===== config.mk =====
export PLATFORM = sky130hd
export DESIGN_NAME = button_event_ctrl
export DESIGN_NICKNAME = d
export VERILOG_FILES = /design/src/rtl/button_ctrl_pkg.sv /design/src/rtl/ms_tick_gen.sv /design/src/rtl/button_event_ctrl.sv
export SDC_FILE = /design/constraint.sdc
export NUM_CORES = 1
export LEC_CHECK = 0
export CAP_MARGIN = 15
export CORE_AREA = 4 4 59 88
export CTS_CLUSTER_SIZE = 40
export DETAILED_ROUTE_END_ITERATION = 12
export DIE_AREA = 0 0 63 92
export PLACE_DENSITY = 0.81
export SYNTH_ARGS = -nofsm -noshare
export SYNTH_HDL_FRONTEND = slang
export SYNTH_HIERARCHICAL = 1
export SYNTH_SLANG_ARGS = --single-unit
export TNS_END_PERCENT = 5

===== constraint.sdc =====
create_clock -name clk -period 4.8 [get_ports clk]
set_clock_uncertainty 0.2 [all_clocks]
set_input_delay 0.48 -clock clk [delete_from_list [all_inputs] [get_ports clk]]
set_output_delay 0.48 -clock clk [all_outputs]
set_load 0.05 [all_outputs]

===== src/rtl/button_ctrl_pkg.sv =====
// Shared types and constants for the button gesture classifier.
package button_ctrl_pkg;

  typedef enum logic [2:0] {
    ST_IDLE = 3'd0,
    ST_P1   = 3'd1,
    ST_LONG = 3'd2,
    ST_W2   = 3'd3,
    ST_P2   = 3'd4
  } btn_state_e;

  localparam int MS_CNT_W = 16;

  // Increment that sticks at all-ones instead of wrapping.
  function automatic logic [MS_CNT_W-1:0] ms_sat_inc(input logic [MS_CNT_W-1:0] v);
    return (v == {MS_CNT_W{1'b1}}) ? v : v + 1'b1;
  endfunction

endpackage


===== src/rtl/ms_tick_gen.sv =====
// Millisecond prescaler: counts 0..PRESC-1, flags the terminal count, clears synchronously.
module ms_tick_gen #(
  parameter int PRESC = 10_000
) (
  input  logic clk,
  input  logic rst_n,
  input  logic clr,
  output logic ms_tick
);

  localparam int CW = (PRESC > 1) ? $clog2(PRESC) : 1;
  localparam logic [CW-1:0] LAST = CW'(PRESC - 1);

  logic [CW-1:0] cnt_q, cnt_d;

  always_comb begin
    cnt_d = cnt_q + 1'b1;
    if (clr || cnt_q == LAST) cnt_d = '0;
  end

  always_ff @(posedge clk or negedge rst_n) begin
    if (!rst_n) cnt_q <= '0;
    else        cnt_q <= cnt_d;
  end

  assign ms_tick = (cnt_q == LAST);

endmodule


===== src/rtl/button_event_ctrl.sv =====
// Classifies debounced button activity into short / long / repeat / double-click pulses.
module button_event_ctrl
  import button_ctrl_pkg::*;
#(
  parameter int CLK_FREQ_HZ = 10_000_000,
  parameter int IS_PULLUP   = 0,
  parameter int LONG_MS     = 800,
  parameter int DBL_MS      = 250,
  parameter int REPEAT_MS   = 200
) (
  input  logic       clk,
  input  logic       rst_n,
  input  logic       btn_valid,
  input  logic       btn_level,
  output logic       pressed,
  output logic       short_press,
  output logic       long_press,
  output logic       repeat_pulse,
  output logic       double_click,
  output logic [2:0] state_o
);

  localparam int   PRESC     = CLK_FREQ_HZ / 1000;
  localparam logic PRESS_LVL = (IS_PULLUP == 0) ? 1'b1 : 1'b0;
  localparam logic [MS_CNT_W-1:0] LONG_LIM = MS_CNT_W'(LONG_MS);
  localparam logic [MS_CNT_W-1:0] DBL_LIM  = MS_CNT_W'(DBL_MS);
  localparam logic [MS_CNT_W-1:0] REP_LIM  = MS_CNT_W'(REPEAT_MS);

  btn_state_e          state_q, state_d;
  logic [MS_CNT_W-1:0] ms_cnt_q, ms_cnt_d, ms_nxt;
  logic                pressed_q, pressed_d;
  logic                short_q, short_d, long_q, long_d;
  logic                rpt_q, rpt_d, dbl_q, dbl_d;
  logic                ms_tick, trans, rpt_restart;
  logic                press_ev, release_ev;
  logic                hit_long, hit_dbl, hit_rep;

  assign press_ev   = btn_valid & (btn_level == PRESS_LVL);
  assign release_ev = btn_valid & (btn_level != PRESS_LVL);

  // A limit is reached on the tick that would carry the counter onto it.
  assign ms_nxt   = ms_sat_inc(ms_cnt_q);
  assign hit_long = ms_tick && (ms_nxt == LONG_LIM);
  assign hit_dbl  = ms_tick && (ms_nxt == DBL_LIM);
  assign hit_rep  = ms_tick && (ms_nxt == REP_LIM);

  ms_tick_gen #(.PRESC(PRESC)) u_ms_tick (
    .clk     (clk),
    .rst_n   (rst_n),
    .clr     (trans),
    .ms_tick (ms_tick)
  );

  // Events are tested before timeouts so a coincident tick is dropped.
  always_comb begin
    state_d     = state_q;
    short_d     = 1'b0;
    long_d      = 1'b0;
    rpt_d       = 1'b0;
    dbl_d       = 1'b0;
    rpt_restart = 1'b0;
    case (state_q)
      ST_IDLE: if (press_ev) state_d = ST_P1;
      ST_P1: begin
        if (release_ev)    state_d = ST_W2;
        else if (hit_long) begin state_d = ST_LONG; long_d = 1'b1; end
      end
      ST_LONG: begin
        if (release_ev)   state_d = ST_IDLE;
        else if (hit_rep) begin rpt_d = 1'b1; rpt_restart = 1'b1; end
      end
      ST_W2: begin
        if (press_ev)     state_d = ST_P2;
        else if (hit_dbl) begin state_d = ST_IDLE; short_d = 1'b1; end
      end
      ST_P2: if (release_ev) begin state_d = ST_IDLE; dbl_d = 1'b1; end
      default: state_d = ST_IDLE;
    endcase
  end

  assign trans = (state_d != state_q);

  always_comb begin
    ms_cnt_d = ms_cnt_q;
    if (trans || rpt_restart) ms_cnt_d = '0;
    else if (ms_tick)         ms_cnt_d = ms_nxt;
  end

  assign pressed_d = btn_valid ? (btn_level == PRESS_LVL) : pressed_q;

  always_ff @(posedge clk or negedge rst_n) begin
    if (!rst_n) begin
      state_q   <= ST_IDLE;
      ms_cnt_q  <= '0;
      pressed_q <= 1'b0;
      short_q   <= 1'b0;
      long_q    <= 1'b0;
      rpt_q     <= 1'b0;
      dbl_q     <= 1'b0;
    end else begin
      state_q   <= state_d;
      ms_cnt_q  <= ms_cnt_d;
      pressed_q <= pressed_d;
      short_q   <= short_d;
      long_q    <= long_d;
      rpt_q     <= rpt_d;
      dbl_q     <= dbl_d;
    end
  end

  assign pressed      = pressed_q;
  assign short_press  = short_q;
  assign long_press   = long_q;
  assign repeat_pulse = rpt_q;
  assign double_click = dbl_q;
  assign state_o      = state_q;

endmodule


## Word-level counts from Yosys, hierarchy flattened

Cells that the tools add are included.

- Memory bits (read-only): 0
- Word-level logic and storage cells: 53
- Latch bits: 0
- Bits in registers: 38
- Memories: 0
- Memory bits (writable): 0
- Output and inout port bits: 8

- Add/subtract/negate cells: 2
- Reduce and logical (&&, ||, !) cells: 8
- Magnitude comparators: 0
- Multiply operators: 0
- Div/mod/pow operators: 0
- Eq/ne operators: 10
- Shift-type cells: 0
- Mux-type cells: 22
- Bitwise operators: 3

Operators by type and width:

| operator | count |
|---|---|
| $mux W16 | 3 |
| $eq A16 B8 Y1 const B | 2 |
| $mux W3 | 6 |
| $add A16 B1 Y16 const B | 1 |
| $eq A16 B10 Y1 const B | 1 |
| $eq A16 B16 Y1 const B | 1 |
| $add A14 B1 Y14 const B | 1 |
| $eq A14 B14 Y1 const B | 1 |
| $mux W14 | 1 |
| $pmux W3 S4 | 1 |
| $mux W1 | 11 |
| $eq A3 B2 Y1 const B | 2 |
| $eq A3 B1 Y1 const B | 1 |
| $eq A3 B3 Y1 const B | 1 |
| $logic_and A1 B1 Y1 | 3 |
| $logic_not A3 Y1 | 1 |
| $ne A3 B3 Y1 | 1 |
| $and A1 B1 Y1 | 2 |
| $logic_or A1 B1 Y1 | 2 |
| $reduce_bool A2 Y1 | 1 |
| $reduce_or A2 Y1 | 1 |
| $not A1 Y1 | 1 |

## Logic depth before layout (Yosys ltp)

Gate-level depths: netlist of run 1.

- Word-level depth: 10
- Depth in mapped cells: 14
- Depth with buffers taken out: 11

## Modules after synthesis

Netlist of run 1, hierarchy kept.

By module, submodules not included:

| module | area an instance (um^2) | seq. area each (um^2) | times used | cells each |
|---|---|---|---|---|
| button_event_ctrl | 1895.6 | 600.6 | 1 | 208 |
| ms_tick_gen | 721.9 | 350.3 | 1 | 70 |

## Worst setup path before layout of run 1

OpenSTA, ideal clock, no wires.

- Kind: reg-to-reg
- From: reg u_ms_tick.cnt_q[4]
- To: reg u_ms_tick.cnt_q[11]
- Stages on the path, launching flop included: 14
- Library setup time: 0.119 ns
- Setup slack: 1.069 ns
- Data arrival time: 3.412 ns
- Buffers on the path: 3
- Cells stage by stage: dfrtp_1 -> or4_1 -> nor4_2 -> clkbuf_1 -> inv_1 -> o32a_1 -> nor4_2 -> nand4_2 -> nor3b_4 -> or2_1 -> or2_0 -> buf_4 -> buf_12 -> nor2_1

- Longest elaborated chain between the ends: 8
- Elaborated cells between the ends (all ways): 12
- Classes of those cells: 1 x add/sub; 2 x eq/ne; 6 x mux; 3 x reduce/logical

RTL lines:

| item | RTL line | RTL |
|---|---|---|
| start, declared | ms_tick_gen.sv:14 | `logic [CW-1:0] cnt_q, cnt_d;` |
| start signal, assigned | ms_tick_gen.sv:23 | `else cnt_q <= cnt_d;` |
| $eq A14 B14 Y1 * | ms_tick_gen.sv:26 | `assign ms_tick = (cnt_q == LAST);` |
| via ms_tick | button_event_ctrl.sv:34 | `logic ms_tick, trans, rpt_restart;` |
| $logic_and A1 B1 Y1, on equally long branches | button_event_ctrl.sv:44, button_event_ctrl.sv:43 |  |
| $mux W3, on equally long branches | button_event_ctrl.sv:74, button_event_ctrl.sv:66 |  |
| $mux W3, on equally long branches | button_event_ctrl.sv:73, button_event_ctrl.sv:65 |  |
| $pmux W3 S4 * | button_event_ctrl.sv:62 | `case (state_q)` |
| $ne A3 B3 Y1 * | button_event_ctrl.sv:81 | `assign trans = (state_d != state_q);` |
| via trans | button_event_ctrl.sv:34 |  |
| $logic_or A1 B1 Y1 * | ms_tick_gen.sv:18 | `if (clr \|\| cnt_q == LAST) cnt_d = '0;` |
| $mux W14 * | ms_tick_gen.sv:18 |  |
| via u_ms_tick.cnt_d[11] | ms_tick_gen.sv:14 |  |

Mark *: on every way through the listed nets, which the timed path passes. The rest lies on a longest branch.
A chain may end at the register's enable or synchronous reset.

## Worst setup path after layout of run 1

- From: reg u_ms_tick.cnt_q[4]
- To: reg u_ms_tick.cnt_q[4]

The elaborated chain is that of the path after synthesis.

==> flow_summary.yaml, run 1 <==
status:
  outcome: "complete, no violations"
placed_design:
  routabilityCongestion: 0.928
  dp_slack_ps: 845
  io_buffers: 11
  dpl.hpwl_mm: 4.12
final_layout:
  nets: 287
  diodes: 0
  layout-drive-gt1-share_pct: 14.2
  n_fill_cell: 373
  area_growth_pct: 6.02
worst_setup_path:
  required_ps: 4780
  crit_path_max_fanout: 14
  crit_path_frequent_cell: "nor4_2"
  path_cells: "or4_1, nor4_2, inv_1, o32a_1, nor4_2, nand4_2, nor3b_4, or2_1, or2_0, buf_4, nor2_1"
  worst-endpoint-arrival_ps: 3970
  path_class: "flip-flop to flip-flop"
  max_stage_delay_ps: 690
  crit_path_end_kind: "flip-flop"
  crit_family: "simple AND/OR/NAND/NOR gates"
  worstSetupStartpointType: "flip-flop"
  cp_num_buf_inv: 2
  crit_path_top_delay_cell: "nor4_2"
cts:
  clk_pin_slew_ps: 80
  cts_sinks: 38
  cts_resized: 0
  cts_buffers: 5
  cts_root_buf: "clkbuf_8"
  htreeDepth: 2
  ctsHoldBuffers: 0
  cts_tree: "built"
  clockBufferDepth: 2
  clock_latency_ps: 300
  postCtsSetupRepairBufs: 0
yosys:
  syn_nets: 285
  synth_top_area_cell: "dfrtp_1"
  ys_seq_area_share_pct: 36.3
  synth_area_leaders: "dfrtp_1, xnor2_1, nor2_1"
  synth.cell_area_um2: 2620
  synth_edf_count: 0
  syn-instance-count: 278
  synthFlopType: "dfrtp_1"
  yosys_warnings: 6
  synth-async-reset-ratio_pct: 100
  yosysTopAreaCellShare_pct: 36.3
  ys_types: 54
  syn_avg_cell_area_um2: 9.42
  synth_seq_cells: 38
power_and_ir_drop:
  p_leak_uw: 0.00109
  p_per_area_nw_per_um2: 315
  ir_drop_mv: 0.242
global_route:
  grt_usage_pct: 21.5
  grt_max_degree: 39
  antenna_found_initial: 0
  grt_pass1_wl_mm: 9.78
  grt_overflow: 0
  first_global_vias: 2129
timing:
  max_clock_freq_ghz: 0.251
  setup_violations: 0
  fin_crit_sh_pct: 83.0
  setup_tns_ps: 0
  finalMaxSlewViolations: 0
  finalCriticalPeriod_ps: 3980
  hold_violations: 0
  max-slew-margin-rel_pct: 44.8
  finalWorstSetupSlack_ps: 818
  rsz0062_at_grt: "false"
  worst_pin_slew_ps: 829
floorplan:
  initial_utilization_pct: 58.6
  die_h_um: 92
  die_x_um: 63
  core_um2: 4470
  floorplan.die_area_um2: 5800
  num_rows: 30
  num_io_pins: 12
route:
  num_vias: 2051
  via_per_inst: 6.23
  routed_wl_mm: 5.59
  ant_nets: 0
  routedWlPerCell_um: 17.0
  first_iter_violations: 81
  first_pass_iters: 4
  drt_drc_violations_left: 0
run:
  maxCapViolCount: 0
worst_hold_path:
  hold_class: "input pin to async pin"
-- Yosys cell counts (all sizes together) (3+ instances only) --
library cell  count
nor2             34
nand2b            4
clkbuf            5
or2               3
a2111oi           3
buf              14
o21ai             9
nor4             10
mux2              5
ha                3
nand4            14
nand2            21
nor2b             3
xor2              9
xnor2            18
a21oi             5
and4              6
a31oi             3
nor3b             4
or3               4
nand3            14
dfrtp            38
inv               8
nor3             15
mux2i             8
-- per-layer routing --
layer / part of all wire, % / vias to the layer above / track usage, % / wire (um)
met3: 3.3 / 22 / 3.55 / 187
met5: 0 / - / 0 / 0
met2: 55 / 49 / 39.2 / 3080
met4: 3.9 / 0 / 12.5 / 220
li1: - / 992 / - / -
met1: 38 / 988 / 22.8 / 2100
-- worst paths after layout --
check                                   start                  to  slack [ps]  cells past startpoint
setup / recovery           u_ms_tick/cnt_q[4]  u_ms_tick/cnt_q[4]         820                     11
hold / removal                          rst_n        ms_cnt_q[15]          70                      1
setup reg to reg           u_ms_tick/cnt_q[4]  u_ms_tick/cnt_q[4]         820                     11
hold reg to reg                       pressed             pressed         340                      2
max in group asynchronous               rst_n        repeat_pulse        3800                      1
min in group clk                      pressed             pressed         340                      2
-- state kept, by name, indices dropped and copies added (netlist names) --
name / count
double_click: 1
short_press: 1
ms_cnt_q: 16
u_ms_tick/cnt_q: 14
repeat_pulse: 1
pressed: 1
long_press: 1
state_o: 3
-- cell type report --
cell class	count	area (um^2)	area share, %
Multi-Input combinational cell	213	1510	54.5
Inverter	8	30.0	1.08
Timing Repair Buffer	14	128	4.60
Clock buffer	6	82.6	2.98
Clock inverter	2	12.5	0.451
Tap cell	48	60.1	2.16
Sequential cell	38	951	34.3
-- kinds of logic after synthesis --
family	after synthesis	share of synthesized area, %
AND/OR/NAND/NOR	137	30.8
flip-flops	38	36.3
AO/OA/AOI/OAI	33	11.2
XOR/XNOR	27	9.03
buffers and inverters	27	5.93
multiplexers	13	5.21
adder cells (fa/ha/maj)	3	1.43
-- layout by cell type, fill, tap and decap left out, types with 5 or more instances in the layout --
master / n
dfrtp_1: 38
nor2_1: 30
nand2_1: 21
xnor2_1: 18
nor3_1: 14
nand3_1: 13
nand4_1: 12
clkdlybuf4s50_1: 10
o21ai_0: 9
xor2_1: 9
inv_1: 8
mux2i_1: 8
and4_1: 6
clkbuf_8: 6
nor4_2: 5
a21oi_1: 5
mux2_2: 5
-- power by group --
part | internal [uW] | switching, uW
Combinational | 93.1 | 143
Clock | 116 | 120
Sequential | 346 | 56.5
-- stage by stage --
step | utilization (%) | hold WS, ps | instance area (um^2) | total power, uW | std cells
after global routing | 62.1 | 147 | 2780 | 929 | 329
after detailed placement | 60.0 | 331 | 2680 | 645 | 321
after global placement | 60.0 | 305 | 2680 | 637 | 321
final | 62.1 | 74.3 | 2780 | 874 | 329
after floorplan | - | -15.6 | 2620 | 598 | 278
after CTS | 62.1 | 104 | 2780 | 882 | 329
No activity file was read; power rests on OpenSTA's default activity.
==> run 2: changes to the inputs <==
Settings changed: CORE_AREA 4 4 59 88 to 4 4 62 92, DIE_AREA 0 0 63 92 to 0 0 66 96, PLACE_DENSITY 0.81 to 0.77.
Clock period 4.8 ns to 3.3 ns, I/O delays scaled along.
==> flow_summary.yaml, run 2 (synthesis results as in run 1) <==
status:
  outcome: "complete, no violations"
global_route:
  grt_usage_pct: 20.2
  first_global_vias: 2262
  antenna_found_initial: 0
  grt_max_degree: 39
  grt_overflow: 0
  grt_pass1_wl_mm: 10.1
final_layout:
  seqCellArea_um2: 951
  n_fill_cell: 411
  final_cell_mix: "dfrtp_1, nor2_1, buf_4"
  final_core_util_pct: 61.7
  final_common_cell: "dfrtp_1"
  diodes: 0
  largest_register_ffs: 16
  area_growth_pct: 14.3
  multi_input_comb_area_um2: 1520
  regMostFlops: "ms_cnt_q"
  fin_cells: 370
  layout-drive-gt1-share_pct: 21.1
  nets: 311
worst_setup_path:
  required_ps: 3270
  worstSetupStartpointType: "flip-flop"
  path_class: "flip-flop to flip-flop"
  crit_path_max_fanout: 14
  worst-endpoint-arrival_ps: 3130
  crit_path_end_kind: "flip-flop"
cts:
  cts_root_buf: "clkbuf_8"
  cts_buffers: 5
  cts_tree: "built"
  clock_latency_ps: 280
  clk_pin_slew_ps: 70
  cts_sinks: 38
  htreeDepth: 2
  clockBufferDepth: 2
floorplan:
  die_x_um: 66
  die_h_um: 96
  num_rows: 31
  floorplan.die_area_um2: 6340
  num_io_pins: 12
  initial_utilization_pct: 54.0
  core_um2: 4850
route:
  num_vias: 2167
  routed_wl_mm: 5.72
  routedWlPerCell_um: 15.5
  first_iter_violations: 96
  ant_nets: 0
  drt_drc_violations_left: 0
  via_per_inst: 5.86
  first_pass_iters: 4
placed_design:
  post-place-cells: 360
  io_buffers: 11
  dpl.hpwl_mm: 4.34
  routabilityCongestion: 0.912
  dp_slack_ps: 42.7
power_and_ir_drop:
  clkPwrFrac_pct: 23.9
  p_comb_share_pct: 30.1
  cellInternalPower_uw: 808
  ir_drop_mv: 0.485
  power_frac_seq_pct: 46.0
  switching_share_pct: 36.1
  p_per_area_nw_per_um2: 423
  p_leak_uw: 0.00121
  finalPower_uw: 1260
  p_switching_uw: 456
worst_hold_path:
  hold_class: "flip-flop to flip-flop"
timing:
  fin_crit_sh_pct: 95.8
  finalMaxSlewViolations: 0
  max-slew-margin-rel_pct: 44.5
  finalWorstSetupSlack_ps: 138
  max_clock_freq_ghz: 0.316
  finalCriticalPeriod_ps: 3160
  worst_pin_slew_ps: 833
  holdWs_ps: 331
  setup_violations: 0
  hold_violations: 0
run:
  maxCapViolCount: 0
==> run 2: changes by cell type in the layout (fill, tap and decap cells not counted), sizes merged <==
| cell | delta |
|---|---|
| dlygate4sd3 | +1 |
| clkinvlp | -1 |
| clkinv | +1 |
| clkbuf | -1 |
| buf | +23 |
==> run 2: stage by stage <==
step           cell area [um^2]  TNS (ps)
2_1_floorplan              2630      -487
3_3_place_gp               2880         0
3_5_place_dp               2880         0
4_1_cts                    2960         0
5_1_grt                    2990    -0.577
6_report                   2990         0
==> run 2: power groups by stage <==
stage | Sequential [uW] | Combinational [uW] | Clock (uW)
final | 581 | 381 | 302
after global placement | 587 | 375 | 0
after CTS | 579 | 384 | 310
after detailed placement | 589 | 382 | 0
after floorplan | 604 | 265 | 0
after global routing | 593 | 419 | 327
==> run 2: final timing paths <==
kind	endpoint	start	cells past startpoint	slack (ps)
max reg2reg	u_ms_tick/cnt_q[2]	u_ms_tick/cnt_q[12]	12	140
max	u_ms_tick/cnt_q[2]	u_ms_tick/cnt_q[12]	12	140
max in group asynchronous	state_o[2]	rst_n	2	1890
min reg2reg	u_ms_tick/cnt_q[0]	u_ms_tick/cnt_q[0]	1	330
min in group asynchronous	ms_cnt_q[13]	rst_n	2	480
min	u_ms_tick/cnt_q[0]	u_ms_tick/cnt_q[0]	1	330
==> run 2: area by class of cell <==
cell class / instances / area share, %
Multi-Input combinational cell: 213 / 50.9
Sequential cell: 38 / 31.8
Timing Repair Buffer: 38 / 10.8
Tap cell: 66 / 2.76
Clock buffer: 5 / 2.30
Inverter: 8 / 1.09
Clock inverter: 2 / 0.335
==> run 2: worst max-delay path, cell delays in order, from the launching register on <==
cell	delay, ps
dfrtp_1	410
or4_4	520
nor4_2	220
buf_4	200
inv_4	40
o32a_1	310
nor4_4	290
nand4_2	170
nor3b_4	220
or2_1	120
or2_1	140
buf_12	150
nor2_1	50
==> run 2: layer usage <==
metal / part of all wire (%) / global-route usage, %
met2: 54 / 37.2
met4: 3.6 / 9.15
met3: 3.0 / 3.15
met1: 40 / 22.4
met5: 0 / 0
==> run 2: what timing repair did <==
item	CTS	global route
gates resized for setup	0	3
hold buffers	1	0
endpoints found under the hold margin	38	0
setup endpoints to repair	0	14
buffers inserted	0	2
